### config.mk
export PLATFORM = sky130hd
export DESIGN_NAME = rf_write_queue_flat
export DESIGN_NICKNAME = d
export VERILOG_FILES = /design/src/rtl/rf_pkg.sv /design/src/rtl/rf_write_queue_if.sv /design/src/rtl/rf_write_queue_match.sv /design/src/rtl/rf_write_queue.sv /design/src/flat_wrapper.sv
export SDC_FILE = /design/constraint.sdc
export NUM_CORES = 1
export LEC_CHECK = 0
export BUFFER_PORTS_ARGS = -buffer_cell sky130_fd_sc_hd__buf_2
export CAP_MARGIN = 0
export CORE_ASPECT_RATIO = 1.75
export CORE_MARGIN = 3
export CORE_UTILIZATION = 44
export CTS_CLUSTER_DIAMETER = 120
export CTS_CLUSTER_SIZE = 8
export DETAILED_ROUTE_END_ITERATION = 10
export HOLD_SLACK_MARGIN = 0.02
export PLACE_DENSITY_LB_ADDON = 0.12
export SLEW_MARGIN = 10
export SYNTH_ARGS = -nofsm -noshare
export SYNTH_HDL_FRONTEND = slang
export SYNTH_HIERARCHICAL = 1
export SYNTH_SLANG_ARGS = --single-unit
### constraint.sdc
create_clock -name clk -period 4.23 [get_ports clk]
set_input_delay 1.269 -clock clk [delete_from_list [all_inputs] [get_ports clk]]
set_output_delay 1.269 -clock clk [all_outputs]
set_load 0.005 [all_outputs]
### src/rtl/rf_pkg.sv
// Shared register-file package: widths, queue depth and the queue entry layout.
package rf_pkg;

    localparam int RF_REG_W    = 3;
    localparam int RF_DATA_W   = 16;
    localparam int RF_NUM_REGS = 8;
    localparam int RFQ_DEPTH   = 4;

    // One pending register write as seen by the forwarding lookups.
    typedef struct packed {
        logic                 valid;
        logic [RF_REG_W-1:0]  regsel;
        logic [RF_DATA_W-1:0] data;
    } rfq_entry_t;

endpackage

### src/rtl/rf_write_queue_if.sv
// Writeback-side request handshake plus the rf single write port.
// The queue uses the slave modport; whoever drives requests uses master.
interface rf_write_queue_if
    import rf_pkg::*;
#(
    parameter int REG_W  = RF_REG_W,
    parameter int DATA_W = RF_DATA_W
);

    logic              inValid;
    logic              inReady;
    logic [REG_W-1:0]  inReg;
    logic [DATA_W-1:0] inData;
    logic              rfStall;
    logic              writeEn;
    logic [REG_W-1:0]  writeRegSel;
    logic [DATA_W-1:0] writeData;

    modport master (
        output inValid, inReg, inData, rfStall,
        input  inReady, writeEn, writeRegSel, writeData
    );

    modport slave (
        input  inValid, inReg, inData, rfStall,
        output inReady, writeEn, writeRegSel, writeData
    );

endinterface

### src/rtl/rf_write_queue_match.sv
// Youngest-first forwarding match over the occupied queue entries.
// Entries are visited oldest to youngest starting at the head, so the last
// match found is the youngest one and pointer wrap does not disturb ordering.
module rf_write_queue_match
    import rf_pkg::*;
#(
    parameter int DEPTH = RFQ_DEPTH
) (
    input  rfq_entry_t                 entries [DEPTH],
    input  logic [$clog2(DEPTH)-1:0]   head,
    input  logic [RF_REG_W-1:0]        sel,
    output logic                       hit,
    output logic [RF_DATA_W-1:0]       data
);

    localparam int PTR_W = $clog2(DEPTH);

    logic [PTR_W-1:0] idx;

    // Scan by age offset from the head; a younger match overrides an older one.
    always_comb begin
        // NOTE: every output of this block gets a default first so no path leaves it unassigned and no latch is inferred.
        hit  = 1'b0;
        data = '0;
        idx  = '0;
        for (int k = 0; k < DEPTH; k++) begin
            idx = head + PTR_W'(k);
            if (entries[idx].valid && (entries[idx].regsel == sel)) begin
                hit  = 1'b1;
                data = entries[idx].data;
            end
        end
    end

endmodule

### src/rtl/rf_write_queue.sv
// Buffered in-order write queue in front of the 8x16 register file.
// Accepts writes over valid/ready, drains one per unstalled cycle into the rf
// write port, and forwards the youngest pending value to two lookup ports.
// REG_W/DATA_W must match the rf_pkg widths used by the entry struct.
module rf_write_queue
    import rf_pkg::*;
#(
    parameter int DEPTH  = RFQ_DEPTH,
    parameter int DATA_W = RF_DATA_W,
    parameter int REG_W  = RF_REG_W
) (
    input  logic                     clk,
    input  logic                     rst,
    rf_write_queue_if.slave          bus,
    input  logic [REG_W-1:0]         lkp1Sel,
    input  logic [REG_W-1:0]         lkp2Sel,
    output logic                     lkp1Hit,
    output logic                     lkp2Hit,
    output logic [DATA_W-1:0]        lkp1Data,
    output logic [DATA_W-1:0]        lkp2Data,
    output logic [$clog2(DEPTH):0]   count,
    output logic                     empty
);

    localparam int PTR_W = $clog2(DEPTH);
    localparam int CNT_W = PTR_W + 1;

    logic [PTR_W-1:0]  head;
    logic [PTR_W-1:0]  tail;
    logic [DEPTH-1:0]  valid_q;
    logic [REG_W-1:0]  reg_mem  [DEPTH];
    logic [DATA_W-1:0] data_mem [DEPTH];
    rfq_entry_t        entries  [DEPTH];
    logic              push;
    logic              pop;

    // Flow control depends only on registered occupancy, never on rfStall.
    assign bus.inReady = (count != CNT_W'(DEPTH));
    assign empty       = (count == '0);
    assign push        = bus.inValid && bus.inReady;

    // Drain side: the head is presented whenever the queue holds anything.
    assign bus.writeEn     = !empty && !bus.rfStall;
    assign pop             = bus.writeEn;
    assign bus.writeRegSel = empty ? '0 : reg_mem[head];
    assign bus.writeData   = empty ? '0 : data_mem[head];

    // Pointer, occupancy and valid-bit bookkeeping; reset discards pending writes.
    always_ff @(posedge clk or posedge rst) begin
        if (rst) begin
            head    <= '0;
            tail    <= '0;
            count   <= '0;
            valid_q <= '0;
        end else begin
            // NOTE: non-blocking assignments so every update here sees the pre-edge values of head, tail and count.
            if (push) begin
                tail          <= tail + 1'b1;
                valid_q[tail] <= 1'b1;
            end
            if (pop) begin
                head          <= head + 1'b1;
                valid_q[head] <= 1'b0;
            end
            case ({push, pop})
                2'b10:   count <= count + 1'b1;
                2'b01:   count <= count - 1'b1;
                default: count <= count;
            endcase
        end
    end

    // Entry payload storage written at the tail on each accepted request.
    // NOTE: payload memory is deliberately not reset; the valid bits alone decide what is occupied.
    always_ff @(posedge clk) begin
        if (push) begin
            reg_mem[tail]  <= bus.inReg;
            data_mem[tail] <= bus.inData;
        end
    end

    // Assemble the per-slot entry view consumed by the lookup matchers.
    always_comb begin
        for (int i = 0; i < DEPTH; i++) begin
            entries[i] = '{valid: valid_q[i], regsel: reg_mem[i], data: data_mem[i]};
        end
    end

    rf_write_queue_match #(.DEPTH(DEPTH)) u_match1 (
        .entries (entries),
        .head    (head),
        .sel     (lkp1Sel),
        .hit     (lkp1Hit),
        .data    (lkp1Data)
    );

    rf_write_queue_match #(.DEPTH(DEPTH)) u_match2 (
        .entries (entries),
        .head    (head),
        .sel     (lkp2Sel),
        .hit     (lkp2Hit),
        .data    (lkp2Data)
    );

endmodule

### src/flat_wrapper.sv
// flat-port wrapper written by rule: the top's interface ports become plain ports
module rf_write_queue_flat import rf_pkg::*;
#(
    parameter int DEPTH  = RFQ_DEPTH,
    parameter int DATA_W = RF_DATA_W,
    parameter int REG_W  = RF_REG_W
)
  (clk, rst, lkp1Sel, lkp2Sel, lkp1Hit, lkp2Hit, lkp1Data, lkp2Data, count, empty, bus_inValid, bus_inReg, bus_inData, bus_rfStall, bus_inReady, bus_writeEn, bus_writeRegSel, bus_writeData);
  rf_write_queue_if #(.REG_W(REG_W), .DATA_W(DATA_W)) bus_i ();
  input  logic clk;
  input  logic rst;
  input  logic [REG_W-1:0] lkp1Sel;
  input  logic [REG_W-1:0] lkp2Sel;
  output logic lkp1Hit;
  output logic lkp2Hit;
  output logic [DATA_W-1:0] lkp1Data;
  output logic [DATA_W-1:0] lkp2Data;
  output logic [$clog2(DEPTH):0] count;
  output logic empty;
  input wire logic [$bits(bus_i.inValid)-1:0] bus_inValid;
  input wire logic [$bits(bus_i.inReg)-1:0] bus_inReg;
  input wire logic [$bits(bus_i.inData)-1:0] bus_inData;
  input wire logic [$bits(bus_i.rfStall)-1:0] bus_rfStall;
  output wire logic [$bits(bus_i.inReady)-1:0] bus_inReady;
  output wire logic [$bits(bus_i.writeEn)-1:0] bus_writeEn;
  output wire logic [$bits(bus_i.writeRegSel)-1:0] bus_writeRegSel;
  output wire logic [$bits(bus_i.writeData)-1:0] bus_writeData;
  assign bus_i.inValid = bus_inValid;
  assign bus_i.inReg = bus_inReg;
  assign bus_i.inData = bus_inData;
  assign bus_i.rfStall = bus_rfStall;
  assign bus_inReady = bus_i.inReady;
  assign bus_writeEn = bus_i.writeEn;
  assign bus_writeRegSel = bus_i.writeRegSel;
  assign bus_writeData = bus_i.writeData;
  rf_write_queue #(.DEPTH(DEPTH), .DATA_W(DATA_W), .REG_W(REG_W)) u_core (.clk(clk), .rst(rst), .bus(bus_i), .lkp1Sel(lkp1Sel), .lkp2Sel(lkp2Sel), .lkp1Hit(lkp1Hit), .lkp2Hit(lkp2Hit), .lkp1Data(lkp1Data), .lkp2Data(lkp2Data), .count(count), .empty(empty));
endmodule
Word-level counts from Yosys, hierarchy flattened:

Memories as Yosys holds them, arrays and structs flattened.
Cells that the tools add are included.

* equal/unequal tests: 11
* reduce and logical (&&, ||, !) cells: 16
* $lt $le $gt $ge: 8
* add/subtract/negate cells: 6
* bitwise operators: 7
* multiplexer cells: 39

Operators with widths (number)
* 20-bit binary-select mux with 2-bit select: 4
* 20-bit two-way mux: 8
* 16-bit two-way mux: 9
* 3-bit equality test: 8
* 3-bit greater-or-equal comparator (second input constant): 4
* 1-bit logical AND: 12
* 1-bit two-way mux: 12
* 2-bit NOT with 3-bit output: 4
* 4-bit two-way mux: 2
* 2-bit by 3-bit less-than comparator with 1-bit output (second input constant): 2
* 3-bit one-hot mux with 2 select lines: 1
* 2-bit by 1-bit adder with 2-bit output (second input constant): 2
* 2-bit adder (second input constant): 2
* 4-bit bitwise AND: 1
* 1-bit demux with 2-bit select: 2
* 2-bit by 1-bit greater-or-equal comparator with 1-bit output (second input constant): 2
* 4-bit NOT: 1
* 4-bit bitwise OR: 1
* 3-bit by 1-bit adder with 3-bit output (second input constant): 1
* 3-bit logical NOT: 1
* 3-bit two-way mux: 1
* 3-bit != test (second input constant): 1
* 3-bit by 1-bit subtractor with 3-bit output (second input constant): 1
* 2-bit by 1-bit equality test with 1-bit output (second input constant): 1
* 3 further kinds: 4

* memory bits (writable): 76
* output and inout bits: 59
* memories kept: 2
* register bits after elaboration: 11

Memory list
* u_core.data_mem: words 4, width 16, read ports 5, clocked after memory_dff 0, write ports 1, line rf_write_queue.sv:32 `logic [DATA_W-1:0] data_mem [DEPTH];`
* u_core.reg_mem: words 4, width 3, read ports 5, clocked after memory_dff 0, write ports 1, line rf_write_queue.sv:31 `logic [REG_W-1:0] reg_mem [DEPTH];`

Depth between registers and ports, before layout:

Gate-level depths: netlist of the first run.

* depth after elaboration: 10
* depth in mapped cells: 10
* mapped depth without buffers: 8

Hierarchy:

The synthesis of the first run kept the hierarchy.

Modules (own cells, without submodules)
* rf_write_queue_match: times used 2, sequential area each 0.0 um^2, cells each 328, area an instance 2353.5 um^2
* rf_write_queue: times used 1, sequential area each 2557.5 um^2, cells each 171, area an instance 3532.1 um^2

Worst setup path after synthesis of the first run:

Ideal clock, no wire load.

* path kind: input-to-output
* start point: in lkp1Sel[0]
* end point: out lkp1Data[6]
* stages: 7
* arrival: 2.800 ns
* path slack: 0.161 ns
* path buffers: 2
* data required time: 2.961 ns
* cells stage by stage: buf_2 -> xnor2_1 -> a22oi_1 -> o41ai_4 -> buf_2 -> a211oi_1 -> a221oi_2

* word-level cells in the longest chain between the ends: 6

Ends and longest elaborated chain
* from (decl): line flat_wrapper.sv:12 `input logic [REG_W-1:0] lkp1Sel;`
* 3-bit equality test: line rf_write_queue_match.sv:28 `if (entries[idx].valid && (entries[idx].regsel == sel)) begin`
* 1-bit logical AND: line rf_write_queue_match.sv:28
* 16-bit two-way mux (3 in series): line rf_write_queue_match.sv:28
* 16-bit two-way mux (*): line rf_write_queue_match.sv:28
* to (decl): line flat_wrapper.sv:16 `output logic [DATA_W-1:0] lkp1Data;`

Mark *: on every way between the ends. The rest lies on a longest branch, timed or not.

Worst setup path after layout of the first run:

* start point: in lkp2Sel[1]
* end point: out lkp2Data[0]

* word-level cells in the longest chain between the ends: 6

Ends and longest elaborated chain
* from (decl): line flat_wrapper.sv:13 `input logic [REG_W-1:0] lkp2Sel;`
* 3-bit equality test: line rf_write_queue_match.sv:28
* 1-bit logical AND: line rf_write_queue_match.sv:28
* 16-bit two-way mux (3 in series): line rf_write_queue_match.sv:28
* 16-bit two-way mux (*): line rf_write_queue_match.sv:28
* to (decl): line flat_wrapper.sv:17 `output logic [DATA_W-1:0] lkp2Data;`

Marks and branches as above.

==> results of run 1 <==
-- power breakdown --
group          switching [mW]  total [mW]  internal, mW  leakage, nW
sequential              0.296        1.47          1.17        0.823
clock                   0.318       0.853         0.534        0.150
combinational            3.14        5.89          2.75         3.01
total                    3.75        8.21          4.46         3.99
-- worst min-delay path by stage --
stage	start	to	slack, ns	cells after the start
floorplan	u_core/tail[0]	u_core/tail[0]	0.50	1
global placement	u_core/tail[0]	u_core/tail[0]	0.51	1
detailed placement	u_core/tail[0]	u_core/tail[0]	0.55	1
CTS	u_core/tail[0]	u_core/tail[0]	0.56	1
global route	u_core/count[2]	u_core/count[2]	0.60	1
finish	u_core/tail[0]	u_core/tail[0]	0.56	1
-- sequential cells by signal (all words and copies together) (netlist names) --
register,cells
u_core/count,3
u_core/data_mem,64
u_core/head,2
u_core/reg_mem,12
u_core/tail,2
u_core/valid_q,4
-- metal layers --
layer | up-vias | wire length, um | share of wire, % | GRT usage (%)
met1 | 3522 | 9830 | 37 | 27.7
li1 | 3310 | - | - | -
met5 | - | 0 | 0 | 0
met2 | 190 | 14900 | 56 | 47.8
met3 | 50 | 1050 | 3.9 | 3.07
met4 | 0 | 859 | 3.2 | 10.7
-- kinds of logic (layout without fill, tap and decap cells) --
logic type / count (synthesis) / after routing / synth area share, %
AO/OA/AOI/OAI: 212 / 212 / 20.3
XOR/XNOR: 33 / 33 / 3.51
adder cells (fa/ha/maj): 10 / 10 / 1.61
buffers and inverters: 93 / 184 / 6.00
flip-flops: 87 / 87 / 31.0
multiplexers: 174 / 175 / 25.1
AND/OR/NAND/NOR: 218 / 218 / 12.4
-- cell usage after synthesis (3+ instances only) --
| library cell | n |
|---|---|
| nand2_1 | 102 |
| a211oi_1 | 96 |
| mux2i_1 | 87 |
| edfxtp_1 | 76 |
| nor2_1 | 67 |
| o21ai_0 | 66 |
| mux2_2 | 65 |
| clkbuf_1 | 36 |
| buf_2 | 26 |
| nor2b_1 | 23 |
| xnor2_1 | 23 |
| a221oi_2 | 20 |
| mux4_2 | 19 |
| inv_1 | 14 |
| a221oi_1 | 12 |
| dfrtp_1 | 11 |
| xor2_1 | 10 |
| ha_1 | 9 |
| buf_4 | 8 |
| buf_6 | 5 |
| a2bb2oi_2 | 4 |
| and3_4 | 4 |
| buf_8 | 4 |
| o32ai_1 | 4 |
| nor3_2 | 3 |
-- stage by stage --
| stage | cell area [um2] | setup WS, ns | std cells |
|---|---|---|---|
| floorplan | 8240 | 0.161 | 827 |
| global placement | 9080 | -0.502 | 1121 |
| detailed placement | 9080 | -0.625 | 1121 |
| CTS | 9950 | -0.136 | 1145 |
| global route | 10400 | -0.224 | 1153 |
| finish | 10400 | -0.155 | 1153 |
-- repair_timing --
| action | CTS | global route |
|---|---|---|
| gates resized for setup | 85 | 71 |
| hold buffers | 0 | 0 |
| buffers inserted | 8 | 6 |
| pin swaps | 11 | 32 |
| setup endpoints to repair | 32 | 33 |
| gates cloned | 1 | 2 |
-- final cells by class --
type | instances | area, um2
multi-input combinational | 648 | 5850
tap | 234 | 293
sequential | 87 | 2560
clock inverter | 3 | 67.6
inverter | 14 | 52.6
timing repair buffer | 154 | 1300
fill | 1661 | 7840
clock buffer | 13 | 250
==> results.md, run 1 <==
Detailed routing:
- The routed layout has between 7k and 8k vias.
- Using the TritonRoute via totals, the vias-per-cell ratio works out to 6.13.
- Summed over all layers, the routed wires come to roughly 27 mm.
- The iteration-0 DRC count of the detailed router is 410.
- The first-pass iteration count of the detailed router is 5.
- The remaining antenna violation count after routing is 0.
- In the routed design, unresolved DRC markers number 0.
- The post-detailed-route wirelength per cell is about 23 um.

Finish:
- The ratio of cells with drive above 1 in the final layout is roughly two fifths.
- Leaving out fill and tap cells, the most frequent cells in the layout are mux2i_1, nand2_1, buf_2, edfxtp_1, a211oi_1.
- The number of diodes added for antenna fixing is 0.
- The final cell utilization of the core is 57.0%.
- Leaving out fill and tap cells, the most frequent cell in the layout is mux2i_1.
- The count of nets after finishing is ~950.
- The post-synthesis to final-layout area growth is 26.0%.

Yosys:
- The Yosys step of the flow raised 6 warnings.
- The average cell area after synthesis is approximately 10 um2.
- The share of Yosys cell area claimed by the top area cell type is between 20 and 30%.
- The number of enable-type register cells in the synthesized netlist is between 70 and 80.
- After synthesis the netlist holds a flip-flop and latch count of 87.
- Synthesis instantiated between 40 and 50 different standard cells from the library.
- The number of instances in the synthesized netlist is around 830.
- Ranked by total cell area, the synthesized netlist is headed by edfxtp_1, mux2i_1, mux2_2.
- The leading register cell type out of synthesis is edfxtp_1.
- The net count after synthesis is about 870.
- Counting flops with an async set or reset pin after synthesis yields a share of between 10% and 20%.
- The register area share after synthesis is 31.0%.
- The synthesized design spends more area on one cell type than any other, namely edfxtp_1.
- The mapped cell area is approximately 8200 um2.

Placed design:
- The final RePlAce weighted congestion is 0.838.
- The count of input and output buffers is between 80 and 90.
- Detailed placement finished with a half-perimeter wire length of around 18 mm.

Setup path:
- The element type at the critical path start is a primary input.
- Following the worst setup path forward leads to its endpoint at lkp2Data[0].
- The endpoint identified for the worst register-to-register timing path is u_core/count[2].
- The critical path's slowest cell is a221oi_2.
- For the worst setup path, the data required time is 2.96 ns.
- The most critical setup path has its startpoint at lkp2Sel[1].
- Across all register-to-register paths, the minimum setup slack is slightly below 2 ns.
- The buffering stage count on the worst path with inverters included is 4.
- Among the stages of the critical path, the cell type that occurs most often is buf_4.
- The largest single stage delay on the critical path is about 0.31 ns.
- The type of the worst setup path is in2out.
- Traced cell by cell, the critical path runs through buf_8 > xor2_2 > o32ai_2 > and4_4 > buf_12 > a211oi_1 > nand2_1 > a221oi_2 > buf_4 > buf_4.
- The critical path runs through a total of 10 cells.
- Of all nets on the critical path, the largest fanout is 10.
- For the worst flop-to-flop path, the logic depth is 8.
- The worst setup path is captured at an output port.
- Broken down by cell family, the worst path's largest delay share belongs to compound AO/OA/AOI/OAI gates.
- Data arrives at the worst endpoint at about 3.1 ns.
- The startpoint identified for the worst register-to-register timing path is u_core/count[0].

Flow run:
- Across the run, the number of max-cap violations was 0.

Power and ir drop:
- For this design the static power due to leakage is between 3 and 4 nW.
- The total power after layout is between 8 and 9 mW.
- The power density normalized to cell area is 791 nW/um2.
- The worst-case IR drop observed on VDD is just over 0.6 mV.

Timing:
- The final number of max-transition violations came to 0.
- The final hold slack is roughly 0.56 ns.
- In this run the tightest slew margin relative to its limit is between 50 and 60%.
- Setup repair after global routing could not meet its margin everywhere.
- At the pin with the least slew margin, the transition time is 0.707 ns.
- The total negative slack for setup checks is -2.92 ns.
- The achievable frequency is roughly 230 MHz.
- The post-route fraction of the period consumed by the critical path is 104%.
- Setup violations remaining at the end of the flow were counted as 32.
- The clock arrives with about 0.008 ns of skew.
- The number of hold violations in the final report is 0.
- Across all setup checks in the final design, the least slack found is -0.155 ns.
- The smallest clock period supported by the final layout is computed as 4.39 ns.

Run status:
- The final reports fail on setup timing.
- The run finished, with violations left.

Global routing:
- Across every metal layer, demand over resource in global routing totals ~25%.
- Entering global routing, the biggest net connects ~110 pins.
- The initial antenna violation count is 0.
- The global-route wire length before repair is about 40 mm.
- The total global routing overflow is 0.
- The via count of the first global-routing pass came to 7360.

Floorplanning:
- The initialized floorplan defines 65 standard-cell rows.
- The area of the core is approximately 18000 um2.
- The die footprint is around 20000 um2.
- The number of placed I/O pins is 88.
- The vertical extent of the die is 187 um.
- Once the floorplan was initialized, standard cells occupied 45.2% of the core.
- The die span in x is between 100 and 150 um.

CTS:
- The buffer levels on the longest clock path is 2.
- After clock tree synthesis, the clock-pin slew on the worst setup and hold paths is approximately 0.060 ns.
- The tree built by TritonCTS fans out to just under 90 sinks.
- Counting the buffers created by CTS gives 9.
- In this run the number of H-tree levels came out at 3.
- The clock tree from TritonCTS is yes.
- The tree is rooted in a clkbuf_16.
- For the worst-skew pair, the clock arrives at the later sink with an insertion delay of approximately 0.35 ns.

Hold path:
- The worst hold path class is reg2reg.
(Power assumes the default switching activity.)
==> run 2: changes to the inputs <==
--- a/config.mk
+++ b/config.mk
@@ -6,5 +6,5 @@
 export NUM_CORES = 1
 export LEC_CHECK = 0
-export BUFFER_PORTS_ARGS = -buffer_cell sky130_fd_sc_hd__buf_2
+export BUFFER_PORTS_ARGS = -buffer_cell sky130_fd_sc_hd__buf_4
 export CAP_MARGIN = 0
 export CORE_ASPECT_RATIO = 1.75
@@ -21,2 +21,3 @@
 export SYNTH_HIERARCHICAL = 1
 export SYNTH_SLANG_ARGS = --single-unit
+export TNS_END_PERCENT = 10
==> constraint.sdc (replaced) <==
create_clock -name clk -period 4.23 [get_ports clk]
set_input_delay 1.269 -clock clk [delete_from_list [all_inputs] [get_ports clk]]
set_output_delay 1.269 -clock clk [all_outputs]
set_load 0.1 [all_outputs]
==> results.md, run 2 (synthesized netlist as in run 1, its figures left out) <==
Floorplanning:
- The count of standard-cell rows is 65 (unchanged).
- The die span in x came to 109 um (unchanged).
- The starting utilization of the core area came to 45.2% (unchanged).
- The number of placed I/O pins came to 88 (unchanged).
- The die footprint is 20500 um2 (unchanged).
- The vertical extent of the die is 187 um (unchanged).
- The area of the core came to 18200 um2 (unchanged).

Timing:
- The number of hold violations in the final report is 0 (unchanged).
- Setup repair after global routing could not meet its margin everywhere.
- The slew of the pin with the lowest slew margin came to 0.786 ns (+0.0798 ns).
- The setup skew after layout is 0.00942 ns (+0.00139 ns).
- The shortest period the worst path allows is 4.44 ns (+0.0561 ns).
- The worst relative slew slack was 47.6% (-5.3 points).
- The count of final setup violators is 33 (+3.1%).
- The post-route fraction of the period consumed by the critical path is 105% (+1.3 points).
- The worst-case setup margin in the final layout is -0.212 ns (-0.0561 ns).
- The final number of max-transition violations was 0 (unchanged).
- The achievable frequency is 225 MHz (-1.3%).
- The total negative slack for setup checks was -5.48 ns (-2.56 ns).

Finish:
- The area of the multi-input gates came to 6150 um2 (+5.0%).
- The top cell types in the final layout, fill and taps aside, are buf_4, mux2i_1, nand2_1, edfxtp_1, nor2_1.
- The post-synthesis to final-layout area growth is 35.4%.
- The count of nets after finishing was 948 (-0.52%).
- The largest registers in the layout are u_core/data_mem x64, u_core/reg_mem x12, u_core/valid_q x4.
- The final standard cell area without fillers was 11200 um2 (+7.5%).
- The ratio of cells with drive above 1 in the final layout came to 41.7% (+0.55 points).
- The register cell area after layout is 2560 um2 (unchanged).
- The number of diodes added for antenna fixing is 0 (unchanged).
- The number of flip-flops in the largest register was 64 (unchanged).
- Leaving out fill and tap cells, the most frequent cell in the layout is buf_4.
- The most flop-heavy register is u_core/data_mem.
- The fill cell total of the finished layout is 1487 (-10%).

CTS:
- The clock sink count is 87 (unchanged).
- The number of clock buffers inserted by TritonCTS is 9 (unchanged).
- The clock latency on the worst-skew pair is 0.35 ns (about the same).
- The clock slew at the register clock pins of the worst setup and hold paths is 0.06 ns (about the same).
- The buffer levels on the longest clock path came to 2 (unchanged).
- TritonCTS built the clock tree.
- The H-tree depth is 3 (unchanged).
- The root buffer cell chosen for the clock tree is clkbuf_16.

Detailed routing:
- The first-pass iteration count of the detailed router is 5 (unchanged).
- The remaining antenna violation count after routing is 0 (unchanged).
- The wire length after detailed routing is 26.0 mm (-2.4%).
- The mean number of vias per cell is 6.12 (-0.29%).
- The iteration-0 DRC count of the detailed router is 324 (-21%).
- The post-detailed-route DRC marker count is 0 (unchanged).
- The total via count in the routed design came to 7021 (-0.72%).
- The post-detailed-route wirelength per cell is 22.7 um (-2.0%).

Setup path:
- The worst setup path is launched from a primary input.
- The arrival time at the worst endpoint is 3.17 ns (+0.05 ns).
- The end of the worst register-to-register path is u_core/count[2].
- The worst setup path is captured at an output port.
- The highest fanout seen on the critical path came to 5 (-5).
- The data required time at the worst endpoint is 2.96 ns (about the same).
- The launch point of the worst path is lkp1Sel[1].
- The logic depth of the worst register-to-register path is 8 (unchanged).
- The worst register-to-register path begins at u_core/count[0].
- The worst setup path is of the in2out kind.
- The worst setup slack for register-to-register paths is 1.97 ns (about the same).

Hold path:
- The min-delay analysis places its worst path in the category reg2reg.
- The worst hold path endpoint is u_core/tail[0].
- The startpoint identified for the worst hold timing path is u_core/tail[0].
- The cell depth of the worst min-delay path is 1 (unchanged).

Run status:
- The flow ran to the end, but the final reports show violations.
- The final reports fail on setup timing.

Placed design:
- The count of input and output buffers is 87 (unchanged).
- The final RePlAce weighted congestion was 0.855 (+2.1%).
- The post-place instance area is 9850 um2 (+8.5%).
- The HPWL reported at the end of detailed placement was 17.3 mm (-3.4%).
- The worst slack after detailed placement is -0.449 ns (+0.177 ns).

Flow run:
- The number of max-cap violations is 0 (unchanged).

Global routing:
- The initial antenna violation count is 0 (unchanged).
- The overall routing resource usage is 26.0% (+0.53 points).
- The global-route wire length before repair is 40.8 mm (+1.5%).
- The total global routing overflow came to 0 (unchanged).
- The pin count of the biggest net entering global routing is 86 (-23%).
- The via count of the first global-routing pass is 7401 (+0.56%).
run 2: changes by cell type in the layout (fill, tap and decap cells not counted), moves of 13 or more:
cell and change:
buf_4 +54, a221oi_2 -29, a221oi_4 +29, buf_12 +35, buf_2 -79, a211oi_2 +16, buf_6 -17, a211oi_1 -13
run 2: worst max-delay path by stage:
stage	to
after CTS	lkp1Data[11]
after global placement	lkp2Data[3]
after global routing	lkp2Data[0]
after detailed placement	lkp2Data[3]
after floorplan	lkp1Data[5]
final	lkp1Data[15]
run 2: cell type report:
| cell class | count | share of cell area [%] |
|---|---|---|
| inverter | 14 | 0.471 |
| timing repair buffer | 148 | 16.3 |
| clock buffer | 11 | 2.18 |
| multi-input combinational | 649 | 55.1 |
| clock inverter | 5 | 0.303 |
| sequential | 87 | 23.0 |
| tap | 234 | 2.63 |
run 2: what timing repair did:
item	CTS	global route
hold buffers	0	0
setup endpoints to repair	34	34
pin swaps	33	18
gates cloned	2	1
setup buffers	7	2
resized for setup	183	14
run 2: layer usage:
metal  up-vias  track usage [%]  wire (um)
met5         -                0          0
met1      3457             30.6      10200
met2       206             45.5      13700
met3        62             3.73       1030
li1       3296                -          -
met4         0             11.9       1020
run 2: per-stage QoR:
step                      util, %  hold slack (ns)  std cells
after global routing         61.2            0.576       1148
after floorplan                 -            0.496        827
after detailed placement     54.1            0.541       1120
final                        61.2            0.547       1148
after global placement       54.1            0.514       1120
after CTS                    60.6            0.552       1145
run 2: critical path, stage by stage:
cell and delay, ns:
buf_8 0.11, xor2_2 0.15, o32ai_2 0.21, buf_4 0.15
nand4_1 0.16, o41ai_4 0.10, buf_6 0.19, buf_12 0.13
a211oi_1 0.07, a221oi_4 0.40, buf_12 0.22
Power of run 2 is left out: the tool's default activity adds up to more than one toggle a clock period on the data nets, which glitch-free logic cannot reach.
